File: src/rtl/rc_pkg.sv
// Shared definitions for the result collector: default word width,
// frame length width and the frame-tracking FSM states.
package rc_pkg;

    localparam int DATA_W_DEFAULT = 21;
    localparam int FRAME_LEN_W    = 8;

    localparam logic [FRAME_LEN_W-1:0] FRAME_LEN_MAX = '1;

    typedef enum logic [1:0] {
        IDLE    = 2'd0,
        COLLECT = 2'd1,
        FRAME   = 2'd2
    } state_e;

endpackage

File: src/rtl/rc_fifo.sv
// Synchronous FIFO for the result collector: storage, wrapping pointers,
// occupancy count, status flags and a registered read port.
// Optional feature macro: RESULT_COLLECTOR_PARITY_EN adds an even-parity
// bit per stored word and a parity-error pulse on the read port.
module rc_fifo
    import rc_pkg::*;
#(
    parameter int DATA_W = DATA_W_DEFAULT,
    parameter int DEPTH  = 8
) (
    input  logic                      clk,
    input  logic                      rst,
    input  logic                      push,
    input  logic [DATA_W-1:0]         push_data,
    input  logic                      pop,
    output logic [DATA_W-1:0]         rd_data,
    output logic                      rd_valid,
`ifdef RESULT_COLLECTOR_PARITY_EN
    output logic                      rd_parity_err,
`endif
    output logic                      empty,
    output logic                      full,
    output logic [$clog2(DEPTH):0]    count
);

    localparam int AW = $clog2(DEPTH);
    localparam int CW = AW + 1;
`ifdef RESULT_COLLECTOR_PARITY_EN
    localparam int MW = DATA_W + 1;
`else
    localparam int MW = DATA_W;
`endif

    logic [MW-1:0]     mem_q [DEPTH];
    logic [AW-1:0]     wr_ptr_q, wr_ptr_d;
    logic [AW-1:0]     rd_ptr_q, rd_ptr_d;
    logic [CW-1:0]     count_q, count_d;
    logic [DATA_W-1:0] rd_data_q, rd_data_d;
    logic              rd_valid_q, rd_valid_d;
    logic [MW-1:0]     wr_word;
    logic [MW-1:0]     rd_word;
`ifdef RESULT_COLLECTOR_PARITY_EN
    logic              parity_err_q, parity_err_d;
`endif

    // Build the stored word (data plus optional even-parity bit) and fetch the head word.
    always_comb begin
`ifdef RESULT_COLLECTOR_PARITY_EN
        wr_word = {^push_data, push_data};
`else
        wr_word = push_data;
`endif
        rd_word = mem_q[rd_ptr_q];
    end

    // Next-state for pointers, occupancy and the registered read port.
    always_comb begin
        // NOTE: every variable gets a default first so no path leaves it unassigned (no latch).
        wr_ptr_d   = wr_ptr_q;
        rd_ptr_d   = rd_ptr_q;
        count_d    = count_q;
        rd_data_d  = rd_data_q;
        rd_valid_d = 1'b0;
`ifdef RESULT_COLLECTOR_PARITY_EN
        parity_err_d = 1'b0;
`endif
        if (push) begin
            wr_ptr_d = wr_ptr_q + 1'b1;
        end
        if (pop) begin
            rd_ptr_d   = rd_ptr_q + 1'b1;
            rd_data_d  = rd_word[DATA_W-1:0];
            rd_valid_d = 1'b1;
`ifdef RESULT_COLLECTOR_PARITY_EN
            parity_err_d = ^rd_word;
`endif
        end
        case ({push, pop})
            2'b10:   count_d = count_q + 1'b1;
            2'b01:   count_d = count_q - 1'b1;
            default: count_d = count_q;
        endcase
    end

    // Control and read-port registers, cleared asynchronously.
    always_ff @(posedge clk or negedge rst) begin
        // NOTE: sequential state uses non-blocking assignments so every flop samples pre-edge values.
        if (!rst) begin
            wr_ptr_q   <= '0;
            rd_ptr_q   <= '0;
            count_q    <= '0;
            rd_data_q  <= '0;
            rd_valid_q <= 1'b0;
`ifdef RESULT_COLLECTOR_PARITY_EN
            parity_err_q <= 1'b0;
`endif
        end else begin
            wr_ptr_q   <= wr_ptr_d;
            rd_ptr_q   <= rd_ptr_d;
            count_q    <= count_d;
            rd_data_q  <= rd_data_d;
            rd_valid_q <= rd_valid_d;
`ifdef RESULT_COLLECTOR_PARITY_EN
            parity_err_q <= parity_err_d;
`endif
        end
    end

    // Word storage written at the tail pointer.
    always_ff @(posedge clk) begin
        // NOTE: storage has no reset; a cleared count/pointer pair already makes old words unreachable.
        if (push) begin
            mem_q[wr_ptr_q] <= wr_word;
        end
    end

    assign rd_data  = rd_data_q;
    assign rd_valid = rd_valid_q;
    assign count    = count_q;
    assign empty    = (count_q == '0);
    assign full     = (count_q == CW'(DEPTH));
`ifdef RESULT_COLLECTOR_PARITY_EN
    assign rd_parity_err = parity_err_q;
`endif

endmodule

File: src/rtl/result_collector.sv
// Result collector: buffers producer words in a FIFO, tracks frames with
// an IDLE/COLLECT/FRAME state machine and reports length and overflow.
// Optional feature macro: RESULT_COLLECTOR_PARITY_EN (parity per stored word).
module result_collector
    import rc_pkg::*;
#(
    parameter int DATA_W = DATA_W_DEFAULT,
    parameter int DEPTH  = 8
) (
    input  logic                      clk,
    input  logic                      rst,
    input  logic                      wr_req,
    input  logic [DATA_W-1:0]         wr_data,
    input  logic                      done,
    input  logic                      rd_en,
    input  logic                      clr,
    output logic [DATA_W-1:0]         rd_data,
    output logic                      rd_valid,
`ifdef RESULT_COLLECTOR_PARITY_EN
    output logic                      rd_parity_err,
`endif
    output logic                      empty,
    output logic                      full,
    output logic [$clog2(DEPTH):0]    count,
    output logic                      frame_done,
    output logic [FRAME_LEN_W-1:0]    frame_len,
    output logic                      overflow
);

    localparam int CW = $clog2(DEPTH) + 1;

    state_e                 state_q, state_d;
    logic [FRAME_LEN_W-1:0] frame_cnt_q, frame_cnt_d;
    logic [FRAME_LEN_W-1:0] frame_len_q, frame_len_d;
    logic                   overflow_q, overflow_d;
    logic                   push, pop, drop;
    logic [FRAME_LEN_W-1:0] cnt_inc;

    // Writes are refused when the buffer is full, or while a finished frame
    // is pending unless clr starts a new one in the same cycle.
    assign push    = wr_req && !full && ((state_q != FRAME) || clr);
    assign drop    = wr_req && !push;
    assign pop     = rd_en && !empty;
    assign cnt_inc = (frame_cnt_q == FRAME_LEN_MAX) ? frame_cnt_q : frame_cnt_q + 1'b1;

    rc_fifo #(
        .DATA_W (DATA_W),
        .DEPTH  (DEPTH)
    ) u_fifo (
        .clk           (clk),
        .rst           (rst),
        .push          (push),
        .push_data     (wr_data),
        .pop           (pop),
        .rd_data       (rd_data),
        .rd_valid      (rd_valid),
`ifdef RESULT_COLLECTOR_PARITY_EN
        .rd_parity_err (rd_parity_err),
`endif
        .empty         (empty),
        .full          (full),
        .count         (count)
    );

    // Frame FSM next-state, frame word counter, latched length and sticky overflow.
    always_comb begin
        state_d     = state_q;
        frame_cnt_d = frame_cnt_q;
        frame_len_d = frame_len_q;
        overflow_d  = clr ? 1'b0 : (overflow_q | drop);
        if (clr) begin
            state_d = push ? COLLECT : IDLE;
            if (push) frame_cnt_d = FRAME_LEN_W'(1);
        end else begin
            unique case (state_q)
                IDLE: begin
                    if (done) begin
                        state_d     = FRAME;
                        frame_len_d = FRAME_LEN_W'(push);
                    end else if (push) begin
                        state_d     = COLLECT;
                        frame_cnt_d = FRAME_LEN_W'(1);
                    end
                end
                COLLECT: begin
                    if (push) frame_cnt_d = cnt_inc;
                    if (done) begin
                        state_d     = FRAME;
                        frame_len_d = push ? cnt_inc : frame_cnt_q;
                    end
                end
                FRAME: begin
                    // Leave as soon as the buffer is (or is about to be) drained.
                    if (!wr_req && (empty || (count == CW'(1) && pop))) state_d = IDLE;
                end
                default: state_d = IDLE;
            endcase
        end
    end

    // FSM and frame bookkeeping registers.
    always_ff @(posedge clk or negedge rst) begin
        if (!rst) begin
            state_q     <= IDLE;
            frame_cnt_q <= '0;
            frame_len_q <= '0;
            overflow_q  <= 1'b0;
        end else begin
            state_q     <= state_d;
            frame_cnt_q <= frame_cnt_d;
            frame_len_q <= frame_len_d;
            overflow_q  <= overflow_d;
        end
    end

    assign frame_done = (state_q == FRAME);
    assign frame_len  = frame_len_q;
    assign overflow   = overflow_q;

endmodule

File: config.mk
export PLATFORM = sky130hd
export DESIGN_NAME = result_collector
export DESIGN_NICKNAME = d
export VERILOG_FILES = /design/src/rtl/rc_pkg.sv /design/src/rtl/rc_fifo.sv /design/src/rtl/result_collector.sv
export SDC_FILE = /design/constraint.sdc
export NUM_CORES = 1
export LEC_CHECK = 0
export CORE_UTILIZATION = 35
export CTS_CLUSTER_DIAMETER = 40
export CTS_CLUSTER_SIZE = 10
export DETAILED_ROUTE_END_ITERATION = 16
export REMOVE_ABC_BUFFERS = 1
export SYNTH_ARGS = -nofsm -noshare
export SYNTH_HDL_FRONTEND = slang
export SYNTH_SLANG_ARGS = --single-unit
File: constraint.sdc
create_clock -name clk -period 7.2 [get_ports clk]
set_input_delay 0.72 -clock clk [delete_from_list [all_inputs] [get_ports clk]]
set_output_delay 0.72 -clock clk [all_outputs]
set_load 0.01 [all_outputs]
# Word-level counts from Yosys, hierarchy flattened
# Memory sizes are Yosys's and may differ from the RTL's. A register that Yosys moved wholly into a read port is not among the register bits.
# Index checks and enable logic that the tools add are counted.
[totals] ff_bits=30 mem_count=1 in_bits=27 ramBits=168 romBits=0 word_cells=72 latch_bits=0 output_inout_bits=38
[op_classes] n_lt_le_gt_ge=0 add_sub_neg=5 n_reduce_logical=21 div=0 n_mux=21 n_shift=0 eq_ne=14 multipliers=0 bitwise=2
[mem_list] memory="u_fifo.mem_q" words=8 width=21 rd=1 rd_ports_with_merged_regs=1 write_ports=1 line_no="rc_fifo.sv:34" source="logic [MW-1:0] mem_q [DEPTH];"
[ops] op="two-way mux 8 bit" count=7
[ops] op="one-hot mux 8 bit (2 select lines)" count=2
[ops] op="two-way mux 2 bit" count=5
[ops] op="adder 8 x 1 -> 8 bit (second input constant)" count=1
[ops] op="equality test 8 bit (second input constant)" count=1
[ops] op="one-hot mux 4 bit (2 select lines)" count=1
[ops] op="adder 3 x 1 -> 3 bit (second input constant)" count=2
[ops] op="logical AND 1 bit" count=6
[ops] op="!= test 2 bit (second input constant)" count=3
[ops] op="!= test 3 bit (second input constant)" count=2
[ops] op="one-hot mux 2 bit (3 select lines)" count=1
[ops] op="logical NOT 1 bit" count=5
[ops] op="two-way mux 1 bit" count=5
[ops] op="adder 4 x 1 -> 4 bit (second input constant)" count=1
[ops] op="equality test 2 x 1 -> 1 bit (second input constant)" count=2
[ops] op="equality test 2 bit (second input constant)" count=2
[ops] op="equality test 4 x 1 -> 1 bit (second input constant)" count=1
[ops] op="equality test 4 bit (second input constant)" count=1
[ops] op="logical NOT 4 bit" count=1
[ops] op="!= test 4 bit (second input constant)" count=1
[ops] op="AND reduction 4 bit" count=1
[ops] op="nonzero test 2 bit" count=2
[ops] op="subtractor 4 x 1 -> 4 bit (second input constant)" count=1
[ops] op="!= test 3 x 2 -> 1 bit (second input constant)" count=1
[ops] op="other kinds (7)" count=8

# Longest topological paths before layout
[logic_depth] word_depth=9 ltp_mapped=11 mapped_depth_nobuf=10

# Modules after synthesis
# A second synthesis with hierarchy kept.
[hier_totals] hier_cells=586 hier_area_um2=9001.1
[modules_own_cells] mod="rc_fifo" seq_area_each_um2=5845.6 cells_per_inst=460 area_each_um2=7811.2 instances=1
[modules_own_cells] mod="result_collector" seq_area_each_um2=475.5 cells_per_inst=126 area_each_um2=1189.9 instances=1

# Least setup slack after synthesis
# OpenSTA, ideal clock, no wires.
[synth_path] path_type="reg-to-reg" start="register u_fifo.count_q[0] (netlist: u_fifo.count[0])" end="memory u_fifo.mem_q[0][0] (netlist bit), enable pin" slack_ns=3.249 path_buffers=1 t_required_ns=6.748 stages_incl_launch_ff=9 setup_ns=0.452 period_less_slack_ns=3.951 t_arrival_ns=3.499 path_cell_list="dfrtp_1 > inv_1 > ha_1 > nand3b_1 > inv_2 > nor3b_2 > inv_2 > buf_2 > nor4_1"
[synth_between] elab_chain_len=6
[synth_rtl] item="from (decl)" line_no="rc_fifo.sv:37" source="logic [CW-1:0] count_q, count_d;"
[synth_rtl] item="from (signal assigned)" line_no="rc_fifo.sv:100" source="count_q <= count_d;"
[synth_rtl] item="equality test 4 bit" line_no="rc_fifo.sv:121" source="assign full = (count_q == CW'(DEPTH));"
[synth_rtl] item="named net full" line_no="result_collector.sv:23" source="output logic full,"
[synth_rtl] item="logical NOT 1 bit" line_no="result_collector.sv:41" source="assign push = wr_req && !full && ((state_q != FRAME) || clr);"
[synth_rtl] item="logical AND 1 bit (2 in series)" line_no="result_collector.sv:41"
[synth_rtl] item="two-way mux 1 bit" line_no="rc_fifo.sv:112" source="if (push) begin"
[synth_rtl] item="two-way mux 1 bit (not written as such)" line_no="rc_fifo.sv:113" source="mem_q[wr_ptr_q] <= wr_word;"
[synth_rtl] item="to (decl)" line_no="rc_fifo.sv:34"
# The timed path passes the listed nets, and every way through them passes these cells.

# Final worst setup path
[layout_path] start="register u_fifo.count_q[0] (netlist: u_fifo.count[0])" end="memory u_fifo.mem_q[1][12] (netlist bit), enable pin"
[layout_between] elab_chain_len=6
[layout_rtl] item="equality test 4 bit" line_no="rc_fifo.sv:121"
[layout_rtl] item="logical NOT 1 bit" line_no="result_collector.sv:41"
[layout_rtl] item="logical AND 1 bit (2 in series)" line_no="result_collector.sv:41"
[layout_rtl] item="two-way mux 1 bit" line_no="rc_fifo.sv:112"
[layout_rtl] item="two-way mux 1 bit (not written as such)" line_no="rc_fifo.sv:113"
# No other way between the ends.

==> run summary <==
status - completed
CP max stage delay - 0.87 ns
CTS tree - built
Crit. End Element - flop
fraction of final layout cells sized beyond drive strength 1 - 0.194
# port buffers - 64
Async SR Flop Fraction - 0.233
postcts setup bufs - 0
total track usage - 0.141
f_max - 0.287 GHz
Starting Density - 0.356
pwr dens - 394 nW/µm²
RSZ-0062 raised after global routing - no
largest net degree at the start of global routing - 52
initial antenna violation count - 2
die area - 25300 µm²
Multi-input gate area - 2240 µm²
Vias/cell - 4.98
Critical Path Fanout Max - 11
Clk pin slew, worst setup/hold paths - 0.05 ns
leading post-synthesis cells by cell area - edfxtp_1 58%, dfrtp_1 15%, mux4_2 11%
cell family with most CP delay - simple AND/OR/NAND/NOR gates
Setup-failing EPs final - 0
DR pass1 iterations - 4
post-layout util - 0.442
Post-synth EDFFs - 168
# fillers - 2145
sequential share of the synthesized area - 0.732
pre-CTS setup slack - 3.23 ns
top cell type's share of synthesized area - 0.584
DRT iter0 DRCs - 310
Num Clock Sinks - 219
Yosys cell types - 41
Post-Syn Area - 8640 µm²
slew margin rel. - 0.284
CP cell instances - inv_1 > ha_1 > nand3b_1 > inv_2 > nor3b_2 > nand2_1 > nor3_2 > buf_4
Die W - 159 µm
Max clock buf depth - 3
final layout net count - 613
CTS Buf Count - 31
CTS-repair resized insts - 0
total global routing overflow - 0
final worst setup slack - 3.72 ns
Worst-Skew Late Latency - 0.54 ns
CP Data Required Time - 7.42 ns
global-route wire length before repair - 27700 µm
CP Launch Type - flop
vias - 4626
leakage - 3.74 nW
min-delay worst type - primary input to async pin
Worst Path Buf+Inv - 3
Worst-Margin Slew - 1.07 ns
Final Power - 4.22 mW
antenna viol nets, final - 0
period utilization - 0.483
area grow syn2layout - 23.9%
Worst Skew - 0.0212 ns
FF-to-FF setup slack - 3.72 ns
CP Class - flop to flop
final WL - 17200 µm
core area - 24200 µm²
Critical R2R Launch - u_fifo.count[0]$_DFFE_PN0P_
Clock Tree Root - clkbuf_16
synth warn - 0
max-slew violation count - 0
Hold Violations, Final - 0
DR WL/cell - 18.5 µm
Post-DP HPWL - 9660 µm
count of state elements after synthesis - 219
worst vdd ir - 0.000240 V
Die H - 159 µm
drc violations - 0
io pins - 65
r2r worst-path depth - 8
Critical R2R Capture - u_fifo.mem_q[1][12]$_DFFE_PP_
Gate Count Post-Synth - 491
GP Congestion - 0.786
CTS H-tree depth - 1
row count - 57
vias in the first global route - 5000
max-cap violations - 0
Synth Flop Type - edfxtp_1
Post-Route Setup TNS - 0 ns
Worst Path Arrival - 3.70 ns
Slowest-stage cell, CP - nor3_2
crit path time final - 3.48 ns
FF/Latch Area - 6320 µm²
hold buffers post-CTS - 0
syn avg cell area - 17.6 µm²
Synth area leader - edfxtp_1
==> cells in the final DEF (no fill, tap or decap), drive strengths merged, types with 7 or more instances in the layout <==
cell,instances
a21oi,13
buf,13
clkbuf,43
clkdlybuf4s50,63
clkinv,9
dfrtp,51
edfxtp,168
ha,7
inv,9
mux2i,26
mux4,42
nand2,49
nor2,16
o21ai,33
xnor2,8
==> kinds of logic after synthesis <==
logic type,synth area share
compound gates,0.0395
xor+xnor,0.0101
fa+ha+maj,0.0101
buf+inv,0.0130
flops,0.732
mux,0.140
simple gates,0.0560
==> worst max-delay path by stage <==
stage,from,cells after the start,end,slack [ns]
finish,u_fifo.count[0]$_DFFE_PN0P_,8,u_fifo.mem_q[1][12]$_DFFE_PP_,3.72
detailed placement,clr,6,u_fifo.mem_q[1][19]$_DFFE_PP_,3.23
floorplan,u_fifo.count[0]$_DFFE_PN0P_,7,u_fifo.mem_q[0][0]$_DFFE_PP_,3.04
CTS,u_fifo.count[0]$_DFFE_PN0P_,8,u_fifo.mem_q[1][12]$_DFFE_PP_,3.66
global route,u_fifo.count[0]$_DFFE_PN0P_,8,u_fifo.mem_q[1][12]$_DFFE_PP_,3.34
global placement,clr,6,u_fifo.mem_q[1][13]$_DFFE_PP_,3.36
==> layout make-up <==
cell class                      instances  area share
Antenna cell                            2    0.000467
Clock buffer                           43      0.0785
Clock inverter                         14      0.0130
Inverter                                7     0.00245
Multi-Input combinational cell        244       0.210
Sequential cell                       219       0.590
Tap cell                              324      0.0379
Timing Repair Buffer                   76      0.0678
==> power breakdown <==
part | internal, mW | leakage [nW] | total, mW | switching, mW
Sequential | 1.61 | 2.16 | 1.72 | 0.110
Combinational | 0.543 | 1.09 | 1.10 | 0.559
Clock | 0.885 | 0.477 | 1.40 | 0.519
Total | 3.03 | 3.74 | 4.22 | 1.19
==> Yosys cell counts (2+ instances only) <==
cell and instances:
nor3b_1 3, nor2_1 16, nand2b_1 5, xor2_1 2
nand2_1 49, ha_1 7, nand4_1 2, o31ai_1 2
clkbuf_1 13, buf_1 2, nand3_1 6, mux2i_1 26
dfrtp_1 51, buf_2 6, a22o_1 3, a21o_1 2
o21ai_0 33, a21oi_1 13, inv_2 2, inv_1 5
and3_1 2, mux4_2 42, xnor2_1 8, nor3_1 6
edfxtp_1 168, or3_1 2
==> sequential cells by signal (all words and copies together) (netlist names) <==
register,flops
state_q,2
u_fifo.mem_q,168
u_fifo.count,4
u_fifo.rd_data,21
frame_cnt_q,8
u_fifo.wr_ptr_q,3
overflow,1
frame_len,8
u_fifo.rd_valid,1
u_fifo.rd_ptr_q,3
==> per-stage QoR <==
stage / instances / instance area [µm²] / hold slack [ns]
after floorplan: 470 / 8550 / 0.424
after global placement: 870 / 9720 / 0.464
after detailed placement: 870 / 9720 / 0.470
after CTS: 927 / 10700 / 0.345
after global routing: 927 / 10700 / 0.373
final: 929 / 10700 / 0.339
==> layer usage <==
metal  routed length, µm  GRT usage
met1                7310      0.182
met5                   0          0
met4                 461     0.0476
met3                1090     0.0365
met2                8310      0.232
No activity file was read; power rests on OpenSTA's default activity.
